**src/rtl/sd_spi_cmd_seq.sv**
```systemverilog
// SD-card SPI-mode command sequencer: power-up clocking, 6-byte command frames,
// R1 polling and optional single-block reads over a byte-wide SPI engine.
// Optional build macro SD_CRC7_EN computes the real CRC7 for every command frame.
module sd_spi_cmd_seq #(
    parameter int RESP_TRIES  = 8,
    parameter int TOKEN_TRIES = 4096,
    parameter int BLOCK_LEN   = 512,
    parameter int INIT_BYTES  = 10
) (
    input  logic        clk,
    input  logic        reset_n,
    input  logic        ce,
    input  logic        init_start,
    input  logic        cmd_start,
    input  logic [5:0]  cmd_idx,
    input  logic [31:0] cmd_arg,
    input  logic        cmd_rd,
    output logic        busy,
    output logic        done,
    output logic [7:0]  r1,
    output logic        err_resp,
    output logic        err_token,
    output logic [7:0]  rd_data,
    output logic        rd_valid,
    output logic        cs_n,
    output logic [7:0]  spi_di,
    output logic        spi_wr,
    input  logic [7:0]  spi_do,
    input  logic        spi_dsr
);
    localparam int DW = $clog2(BLOCK_LEN) + 1;

    localparam logic [3:0] S_IDLE  = 4'd0;
    localparam logic [3:0] S_INIT  = 4'd1;
    localparam logic [3:0] S_CMD   = 4'd2;
    localparam logic [3:0] S_RESP  = 4'd3;
    localparam logic [3:0] S_TOKEN = 4'd4;
    localparam logic [3:0] S_DATA  = 4'd5;
    localparam logic [3:0] S_CRC   = 4'd6;
    localparam logic [3:0] S_TRAIL = 4'd7;
    localparam logic [3:0] S_FIN   = 4'd8;

    localparam logic [1:0] B_IDLE = 2'd0;
    localparam logic [1:0] B_REQ  = 2'd1;
    localparam logic [1:0] B_BUSY = 2'd2;
    localparam logic [1:0] B_GAP  = 2'd3;

    localparam logic [12:0]   INIT_LAST  = 13'(INIT_BYTES - 1);
    localparam logic [12:0]   RESP_LAST  = 13'(RESP_TRIES - 1);
    localparam logic [12:0]   TOKEN_LAST = 13'(TOKEN_TRIES - 1);
    localparam logic [DW-1:0] DATA_LAST  = DW'(BLOCK_LEN - 1);

    logic [3:0]    state_r;
    logic [1:0]    b_state_r;
    logic [12:0]   cnt_r;
    logic [DW-1:0] dcnt_r;
    logic [7:0]    tx_r;
    logic [7:0]    rx_r;
    logic          byte_go_r;
    logic          byte_done_r;
    logic          armed_r;
    logic [5:0]    idx_r;
    logic [31:0]   arg_r;
    logic          rd_r;
    logic          capture_s;
    logic [7:0]    crc_byte_s;

`ifdef SD_CRC7_EN
    function automatic logic [6:0] crc7_calc(input logic [39:0] d);
        logic [6:0] c;
        logic       fb;
        c = 7'd0;
        for (int i = 39; i >= 0; i--) begin
            fb = c[6] ^ d[i];
            c  = {c[5:0], 1'b0};
            if (fb) begin
                c = c ^ 7'h09;
            end else begin
                c = c;
            end
        end
        return c;
    endfunction

    assign crc_byte_s = {crc7_calc({2'b01, idx_r, arg_r}), 1'b1};
`else
    // Fixed CRC bytes cover the only commands sent before CRC checking is off.
    function automatic logic [7:0] crc_fixed(input logic [5:0] idx);
        case (idx)
            6'd0:    return 8'h95;
            6'd8:    return 8'h87;
            default: return 8'h01;
        endcase
    endfunction

    assign crc_byte_s = crc_fixed(idx_r);
`endif

    function automatic logic [7:0] hdr_byte(input logic [2:0] k, input logic [31:0] arg,
                                            input logic [7:0] crc);
        case (k)
            3'd1:    return arg[31:24];
            3'd2:    return arg[23:16];
            3'd3:    return arg[15:8];
            3'd4:    return arg[7:0];
            3'd5:    return crc;
            default: return 8'hFF;
        endcase
    endfunction

    function automatic logic [12:0] sat_inc(input logic [12:0] v);
        return (v == 13'h1FFF) ? v : v + 13'd1;
    endfunction

    assign capture_s = (b_state_r == B_BUSY) && armed_r && spi_dsr;

    // Byte handshake: request, wait for a fresh dsr, then idle through one ce cycle.
    always_ff @(posedge clk or negedge reset_n) begin
        if (!reset_n) begin
            b_state_r   <= B_IDLE;
            spi_wr      <= 1'b0;
            spi_di      <= 8'hFF;
            rx_r        <= 8'hFF;
            armed_r     <= 1'b0;
            byte_done_r <= 1'b0;
        end else begin
            byte_done_r <= 1'b0;
            case (b_state_r)
                B_IDLE: begin
                    if (byte_go_r) begin
                        b_state_r <= B_REQ;
                    end
                end
                B_REQ: begin
                    spi_di    <= tx_r;
                    spi_wr    <= 1'b1;
                    armed_r   <= 1'b0;
                    b_state_r <= B_BUSY;
                end
                B_BUSY: begin
                    if (capture_s) begin
                        spi_wr    <= 1'b0;
                        rx_r      <= spi_do;
                        b_state_r <= B_GAP;
                    end else if (!spi_dsr || ce) begin
                        armed_r <= 1'b1;
                    end
                end
                B_GAP: begin
                    if (ce) begin
                        byte_done_r <= 1'b1;
                        b_state_r   <= B_IDLE;
                    end
                end
                default: begin
                    spi_wr    <= 1'b0;
                    b_state_r <= B_IDLE;
                end
            endcase
        end
    end

    // Sequence control: start arbitration, framing, polling and block capture.
    always_ff @(posedge clk or negedge reset_n) begin
        if (!reset_n) begin
            state_r   <= S_IDLE;
            cnt_r     <= 13'd0;
            dcnt_r    <= '0;
            tx_r      <= 8'hFF;
            byte_go_r <= 1'b0;
            idx_r     <= 6'd0;
            arg_r     <= 32'd0;
            rd_r      <= 1'b0;
            busy      <= 1'b0;
            done      <= 1'b0;
            r1        <= 8'hFF;
            err_resp  <= 1'b0;
            err_token <= 1'b0;
            rd_data   <= 8'd0;
            rd_valid  <= 1'b0;
            cs_n      <= 1'b1;
        end else begin
            byte_go_r <= 1'b0;
            done      <= 1'b0;
            rd_valid  <= 1'b0;
            if (capture_s && (state_r == S_DATA)) begin
                rd_valid <= 1'b1;
                rd_data  <= spi_do;
            end
            case (state_r)
                S_IDLE, S_FIN: begin
                    // FIN is the done cycle; a start arriving there is taken directly.
                    state_r <= S_IDLE;
                    if (init_start) begin
                        state_r   <= S_INIT;
                        busy      <= 1'b1;
                        err_resp  <= 1'b0;
                        err_token <= 1'b0;
                        cs_n      <= 1'b1;
                        cnt_r     <= 13'd0;
                        tx_r      <= 8'hFF;
                        byte_go_r <= 1'b1;
                    end else if (cmd_start) begin
                        state_r   <= S_CMD;
                        busy      <= 1'b1;
                        err_resp  <= 1'b0;
                        err_token <= 1'b0;
                        cs_n      <= 1'b0;
                        idx_r     <= cmd_idx;
                        arg_r     <= cmd_arg;
                        rd_r      <= cmd_rd;
                        cnt_r     <= 13'd0;
                        tx_r      <= {2'b01, cmd_idx};
                        byte_go_r <= 1'b1;
                    end
                end
                S_INIT: begin
                    if (byte_done_r) begin
                        if (cnt_r >= INIT_LAST) begin
                            state_r <= S_FIN;
                            busy    <= 1'b0;
                            done    <= 1'b1;
                        end else begin
                            cnt_r     <= sat_inc(cnt_r);
                            byte_go_r <= 1'b1;
                        end
                    end
                end
                S_CMD: begin
                    if (byte_done_r) begin
                        byte_go_r <= 1'b1;
                        if (cnt_r >= 13'd5) begin
                            state_r <= S_RESP;
                            cnt_r   <= 13'd0;
                            tx_r    <= 8'hFF;
                        end else begin
                            cnt_r <= sat_inc(cnt_r);
                            tx_r  <= hdr_byte(cnt_r[2:0] + 3'd1, arg_r, crc_byte_s);
                        end
                    end
                end
                S_RESP: begin
                    if (byte_done_r) begin
                        byte_go_r <= 1'b1;
                        tx_r      <= 8'hFF;
                        if (!rx_r[7]) begin
                            r1 <= rx_r;
                            if (rd_r && (rx_r == 8'h00)) begin
                                state_r <= S_TOKEN;
                                cnt_r   <= 13'd0;
                            end else begin
                                state_r <= S_TRAIL;
                                cs_n    <= 1'b1;
                            end
                        end else if (cnt_r >= RESP_LAST) begin
                            err_resp <= 1'b1;
                            r1       <= 8'hFF;
                            state_r  <= S_TRAIL;
                            cs_n     <= 1'b1;
                        end else begin
                            cnt_r <= sat_inc(cnt_r);
                        end
                    end
                end
                S_TOKEN: begin
                    if (byte_done_r) begin
                        byte_go_r <= 1'b1;
                        tx_r      <= 8'hFF;
                        if (rx_r == 8'hFE) begin
                            state_r <= S_DATA;
                            dcnt_r  <= '0;
                        end else if ((rx_r[7:4] == 4'b0000) || (cnt_r >= TOKEN_LAST)) begin
                            err_token <= 1'b1;
                            state_r   <= S_TRAIL;
                            cs_n      <= 1'b1;
                        end else begin
                            cnt_r <= sat_inc(cnt_r);
                        end
                    end
                end
                S_DATA: begin
                    if (byte_done_r) begin
                        byte_go_r <= 1'b1;
                        tx_r      <= 8'hFF;
                        if (dcnt_r >= DATA_LAST) begin
                            state_r <= S_CRC;
                            cnt_r   <= 13'd0;
                        end else begin
                            dcnt_r <= dcnt_r + DW'(1);
                        end
                    end
                end
                S_CRC: begin
                    if (byte_done_r) begin
                        byte_go_r <= 1'b1;
                        tx_r      <= 8'hFF;
                        if (cnt_r >= 13'd1) begin
                            state_r <= S_TRAIL;
                            cs_n    <= 1'b1;
                        end else begin
                            cnt_r <= sat_inc(cnt_r);
                        end
                    end
                end
                S_TRAIL: begin
                    if (byte_done_r) begin
                        state_r <= S_FIN;
                        busy    <= 1'b0;
                        done    <= 1'b1;
                    end
                end
                default: begin
                    state_r <= S_IDLE;
                    busy    <= 1'b0;
                    cs_n    <= 1'b1;
                end
            endcase
        end
    end
endmodule

```
**config.mk**
```make
export PLATFORM = sky130hd
export DESIGN_NAME = sd_spi_cmd_seq
export DESIGN_NICKNAME = d
export VERILOG_FILES = /design/src/rtl/sd_spi_cmd_seq.sv
export SDC_FILE = /design/constraint.sdc
export NUM_CORES = 1
export LEC_CHECK = 0
export BUFFER_PORTS_ARGS = -buffer_cell sky130_fd_sc_hd__buf_2
export CORE_ASPECT_RATIO = 1.75
export CORE_MARGIN = 10
export CORE_UTILIZATION = 25
export DETAILED_ROUTE_END_ITERATION = 16
export GPL_ROUTABILITY_DRIVEN = 0
export PLACE_DENSITY = 0.4
export SYNTH_ARGS = -nofsm -noshare
export SYNTH_HDL_FRONTEND = slang
export SYNTH_SLANG_ARGS = --single-unit
```
**constraint.sdc**
```tcl
create_clock -name clk -period 6.95 [get_ports clk]
set_clock_uncertainty 0.05 [all_clocks]
set_input_delay 1.7375 -clock clk [delete_from_list [all_inputs] [get_ports clk]]
set_output_delay 1.7375 -clock clk [all_outputs]
set_load 0.1 [all_outputs]
```
==> flow_metrics.py, run 1 <==
metrics = {
    "detailed_routing": {
        "num_vias": 4989,
        "wirelength_mm": 17.59,
        "drt-initial-drc-count": 284,
        "avgViaCountPerCell": 4.858,
        "drt_pass1_iterations": 5,
        "drtAntennaViolNets": 0,
        "drc_errors": 0,
        "wl_per_cell_um": 17.13,
    },
    "outcome": {
        "outcome": "finished, final reports clean",
    },
    "clock_tree": {
        "cts_sinks": 118,
        "clk_latency_ns": 0.43,
        "cts_tree": "done",
        "cts_setup_buffers": 0,
        "cts_resized": 0,
        "h-tree-depth": 4,
        "clkTransAtPathRegs_ns": 0.06,
        "cts_root_buf": "clkbuf_16",
        "ctsHoldBuffers": 0,
        "cts_buffer_depth": 2,
        "numCtsBuffers": 17,
    },
    "min_path": {
        "hold_class": "reg -> reg",
        "worstHoldEndpoint": "rd_data[3]",
        "min_from": "rd_data[3]",
        "min_path_cells": 2,
    },
    "timing": {
        "max_freq_ghz": 0.2788,
        "slew_violations": 0,
        "timing.final.crit_period_ns": 3.586,
        "maxSlewHeadroom_pct": 32.28,
        "worstMarginPinSlew_ns": 1.008,
        "setup_viol": 0,
        "setup_slack_ns": 3.364,
        "rsz0062_at_grt": "false",
        "tns_ns": 0,
        "hold_viol_final": 0,
        "final.period_utilization_pct": 51.60,
    },
    "setup_path": {
        "cp.buffers_inverters": 1,
        "required_ns": 7.20,
        "end_kind": "register",
        "cp_slowest_cell": "nand3_1",
        "rr_startpoint": "cnt_r[1]",
        "r2r_end": "cnt_r[7]",
        "critical_path.max_stage_delay_ns": 0.53,
        "crit_path_start_kind": "input port",
        "arrival_ns": 3.84,
        "path_cells": "buf_2 -> or3_1 -> a211oi_1 -> a221oi_1 -> nand3_1 -> or2_4 -> o41ai_1",
        "cp_max_fo": 13,
        "worstRegToRegCells": 8,
        "crit_type": "in -> reg",
        "crit_family": "simple AND/OR/NAND/NOR gates",
        "reg2reg_slack_ns": 3.61,
    },
    "pwr": {
        "p_leak_nw": 3.236,
        "power.density_nw_per_um2": 478.1,
        "peakVddDrop_uv": 166.3,
    },
    "synth": {
        "synth_area_leaders": "dfrtp_1 (36%), dfstp_2 (15%), nand2_1 (11%), mux2_2 (3.3%), nor2_1 (2.4%)",
        "synth_cell_types": 66,
        "synth-xor-area-share_pct": 1.041,
        "synth-edff-count": 0,
        "yosys_warnings": 0,
        "postSynthCellCount": 641,
        "synth_simple_gate_area_share_pct": 22.52,
        "muxShareOfSynthArea_pct": 3.421,
        "mappedNetlistArea_um2": 5888,
        "yosysSeqAreaShare_pct": 50.85,
        "yosys-top-cells-count": "nand2_1 (173), dfrtp_1 (85), nor2_1 (38)",
        "synth.most_common_cell": "nand2_1",
        "synth-compound-area-share_pct": 16.11,
        "synth_top_area_share_pct": 36.12,
        "synthAdderAreaFrac_pct": 2.125,
        "avgSynthCellArea_um2": 9.186,
        "synth_top_family_by_area": "simple AND/OR/NAND/NOR gates",
        "synth_flop_cell": "dfrtp_1",
        "synth_nets": 704,
        "synth-seq-cells": 118,
        "async_flop_share_pct": 100.0,
        "synth_top_cell_by_area": "dfrtp_1",
    },
    "grt": {
        "grt_use_met1_pct": 13.12,
        "grt_remaining_overflow": 0,
        "antenna_found_initial": 0,
        "grtUsageMet3_pct": 3.015,
        "grt_pass1_wl_mm": 28.48,
        "grt-busiest-layer": "met2",
        "grt_use_met2_pct": 20.48,
        "grt_max_degree": 62,
        "track_usage_pct": 11.83,
        "grt_pass1_vias": 5290,
    },
    "die": {
        "rows": 74,
        "core_um2": 23240,
        "die_w_um": 136.0,
        "dieArea_um2": 30330,
        "start_util_pct": 25.34,
        "die_h_um": 223.0,
        "ioPinCount": 84,
    },
    "placed_design": {
        "post-place-ws_ns": 2.959,
        "dp_hpwl_mm": 12.94,
        "portBuffers": 83,
    },
    "final_layout": {
        "syn2layout_area_growth_pct": 20.55,
        "nets": 773,
        "drive_gt1_share_pct": 24.76,
        "antennaDiodeCount": 0,
    },
    "flow_run": {
        "max-cap-violations": 0,
    },
}
-- stage by stage --
step           cell area (um2)  total power [mW]  util, %  cells  hold WS [ns]
2_1_floorplan             5888             2.263        -    641        0.3878
3_3_place_gp              6568             2.592    28.26    995        0.4023
3_5_place_dp              6568             2.615    28.26    995        0.4087
4_1_cts                   7098             3.440    30.54   1027        0.4233
5_1_grt                   7098             3.606    30.54   1027        0.4328
6_report                  7098             3.394    30.54   1027        0.4144
-- power by group --
group	leakage [nW]	internal (mW)	total, mW	switching, mW
logic	1.49	0.396	1.46	1.06
clock network	0.254	0.487	0.802	0.315
registers	1.49	0.944	1.14	0.192
-- tightest hold or removal path, stage by stage, from the launching register on --
cell,delay [ns]
dfrtp_1,0.33
nand2_1,0.05
nand2_1,0.05
-- cells by family (layout without fill, tap and decap cells) --
logic type,after synthesis,in the layout
AOI/OAI and AO/OA,133,133
xor gates and xnor gates,7,7
adders and majority gates,10,10
buffers and inverters,59,141
DFF,118,118
muxes,18,18
and+or+nand+nor,296,296
-- layer usage --
| layer | share of wire, % | up-vias |
|---|---|---|
| met4 | 2.1 | 0 |
| met2 | 52 | 124 |
| met3 | 5.0 | 24 |
| met1 | 41 | 2446 |
| li1 | - | 2395 |
| met5 | 0 | - |
-- layout make-up --
type	count	area (um2)
fillers	2436	16140
flip-flops and latches	118	2994
multi-input cells	464	2663
repair buffers	87	447.9
clock buffers	22	444.2
well taps	304	380.4
clock inverters	10	86.33
inverters	22	82.58
-- flip-flops by register name, indices dropped and copies added, names as in the netlist, 2 cells and up --
register and cells:
arg_r 32, b_state_r 2, cnt_r 13, dcnt_r 10
idx_r 6, r1 8, rd_data 8, rx_r 8
spi_di 8, state_r 4, tx_r 8
-- cells in the final DEF (no fill, tap or decap), types with 7 or more instances in the layout --
cell type / instances
inv_1: 21
clkbuf_16: 17
nor3_1: 16
o31ai_1: 9
o21ai_0: 23
nand3_1: 12
nand2b_1: 7
o22a_1: 11
a31oi_1: 15
buf_2: 82
mux2_2: 17
nor2_1: 38
a21oi_1: 25
ha_1: 10
dfrtp_1: 85
nor4_1: 9
a222oi_1: 8
dfstp_2: 33
nand2_1: 173
-- how the worst max path moves through the flow --
stage	startpoint	cells after the start	slack [ns]	to
floorplan	init_start	7	3.73	cnt_r[3]
global placement	init_start	7	3.09	cnt_r[11]
detailed placement	init_start	7	2.96	cnt_r[7]
CTS	init_start	7	3.41	cnt_r[7]
global route	init_start	7	3.19	cnt_r[7]
finish	init_start	7	3.36	cnt_r[7]
(Power assumes the default switching activity.)
==> inputs of run 2 (changes only) <==
clock period = 3.45 ns   (was 6.95 ns; I/O delays follow)
==> run 2 against run 1 <==
Non-clock buffer count increased by 8; global-route usage about the same; cell area increased by 2.0%; sequential power increased by 98%; cell count increased by 0.78%; power increased by 110%; utilization increased by 0.61 points; worst hold slack got worse by 0.14 ns; setup slack got worse by 2.9 ns; wire length decreased by 0.57%; highest routed layer unchanged.
==> flow_metrics.py, run 2 (synthesis results as in run 1) <==
metrics = {
    "detailed_routing": {
        "drt-initial-drc-count": 358,
        "drc_errors": 0,
        "drtAntennaViolNets": 0,
        "wirelength_mm": 17.49,
        "drt_pass1_iterations": 6,
        "num_vias": 4955,
        "avgViaCountPerCell": 4.787,
        "wl_per_cell_um": 16.90,
    },
    "final_layout": {
        "layout_commonest_cell": "nand2_1",
        "reg.largest.list": "arg_r: 32 flops, cnt_r: 13 flops, dcnt_r: 10 flops",
        "syn2layout_area_growth_pct": 22.95,
        "largest_reg_flops": 32,
        "top_register": "arg_r",
        "antennaDiodeCount": 0,
        "nets": 781,
        "final_cell_mix": "nand2_1 (173), dfrtp_1 (85), buf_2 (82), nor2_1 (38), dfstp_2 (33)",
        "drive_gt1_share_pct": 25.58,
    },
    "clock_tree": {
        "ctsHoldBuffers": 0,
        "clkTransAtPathRegs_ns": 0.06,
        "h-tree-depth": 4,
        "cts_setup_buffers": 0,
        "cts_tree": "done",
        "cts_buffer_depth": 2,
        "cts_sinks": 118,
        "numCtsBuffers": 17,
        "cts_resized": 0,
        "cts_root_buf": "clkbuf_16",
        "clk_latency_ns": 0.42,
    },
    "placed_design": {
        "dp_hpwl_mm": 12.87,
        "portBuffers": 83,
    },
    "timing": {
        "setup_viol": 0,
        "tns_ns": 0,
        "rsz0062_at_grt": "false",
        "max_freq_ghz": 0.3314,
        "final.period_utilization_pct": 87.46,
        "slew_violations": 0,
        "worstMarginPinSlew_ns": 0.9672,
        "hold_viol_final": 0,
        "maxSlewHeadroom_pct": 35.06,
        "timing.final.crit_period_ns": 3.017,
    },
    "die": {
        "die_w_um": 136.0,
        "core_um2": 23240,
        "start_util_pct": 25.34,
        "die_h_um": 223.0,
        "dieArea_um2": 30330,
        "ioPinCount": 84,
        "rows": 74,
    },
    "setup_path": {
        "crit_type": "reg -> reg",
        "end_kind": "register",
        "worstRegToRegCells": 8,
        "required_ns": 3.69,
        "cp_max_fo": 13,
        "crit_path_start_kind": "register",
        "arrival_ns": 3.26,
    },
    "pwr": {
        "p_clk_share_pct": 25.3,
        "peakVddDrop_uv": 357.4,
        "power.density_nw_per_um2": 971.5,
        "p_int_mw": 3.889,
        "p_switching_mw": 3.145,
        "pwr-share-seq_pct": 32.2,
        "swShare_pct": 44.71,
        "p_total_mw": 7.033,
        "p_leak_nw": 3.311,
        "comb_power_share_pct": 42.5,
    },
    "grt": {
        "track_usage_pct": 11.83,
        "grtUsageMet3_pct": 2.768,
        "grt_use_met1_pct": 13.44,
        "grt_pass1_vias": 5209,
        "antenna_found_initial": 0,
        "grt_remaining_overflow": 0,
        "grt-busiest-layer": "met2",
        "grt_pass1_wl_mm": 28.52,
        "grt_use_met2_pct": 20.22,
        "grt_max_degree": 67,
    },
    "min_path": {
        "hold_class": "in -> async",
    },
    "flow_run": {
        "max-cap-violations": 0,
    },
    "outcome": {
        "outcome": "finished, final reports clean",
    },
}
==> run 2: cell types whose count changed in the layout (fill, tap and decap cells not counted) <==
cell,before,now
clkinvlp_4,3,2
bufinv_16,1,3
buf_12,0,2
clkbuf_8,0,1
buf_4,5,11
clkinv_2,5,3
==> run 2: power groups by stage <==
stage	Combinational [mW]	Clock, mW	Sequential, mW
6_report	2.99	1.78	2.26
5_1_grt	3.24	1.89	2.33
4_1_cts	3.00	1.83	2.27
3_5_place_dp	2.99	0	2.29
3_3_place_gp	2.98	0	2.28
2_1_floorplan	1.42	0	3.13
==> run 2: critical path, stage by stage, from the launching register on <==
cell and delay, ns:
dfrtp_1 0.50, inv_1 0.11, ha_1 0.21, or4_4 0.45
a2111oi_4 0.46, or3_2 0.23, o211ai_4 0.16, or2_4 0.37
o41ai_1 0.37
==> run 2: per-layer routing <==
metal / share of wire (%) / wire (um)
met4: 2.4 / 425
met1: 41 / 7241
met2: 52 / 9118
met3: 4.0 / 705
met5: 0 / 0
==> run 2: layout make-up <==
class / instances / area [um2]
fillers: 2421 / 16000
flip-flops and latches: 118 / 2994
multi-input cells: 464 / 2663
repair buffers: 95 / 533.0
clock buffers: 23 / 457.9
well taps: 304 / 380.4
clock inverters: 9 / 128.9
inverters: 22 / 82.58
==> run 2: stage by stage <==
step                      hold slack, ns  std cells  worst slack, ns  cell area (um2)  util (%)
after CTS                         0.2690       1035           0.4504             7239     31.15
final                             0.2743       1035           0.4327             7239     31.15
after global placement            0.4019       1003           0.6134             6653     28.63
after floorplan                   0.3878        641           0.8035             5888         -
after detailed placement          0.4062       1003           0.4724             6653     28.63
after global routing              0.2830       1035           0.2056             7239     31.15
==> run 2: worst paths after layout <==
check                                start          to  slack, ns
min in group clk                rd_data[7]  rd_data[7]       0.42
worst max register to register    cnt_r[1]    cnt_r[9]       0.43
worst min-delay path               reset_n   cnt_r[11]       0.27
worst min register to register  rd_data[7]  rd_data[7]       0.42
worst max-delay path              cnt_r[1]    cnt_r[9]       0.43
max in group asynchronous          reset_n    arg_r[9]       2.31
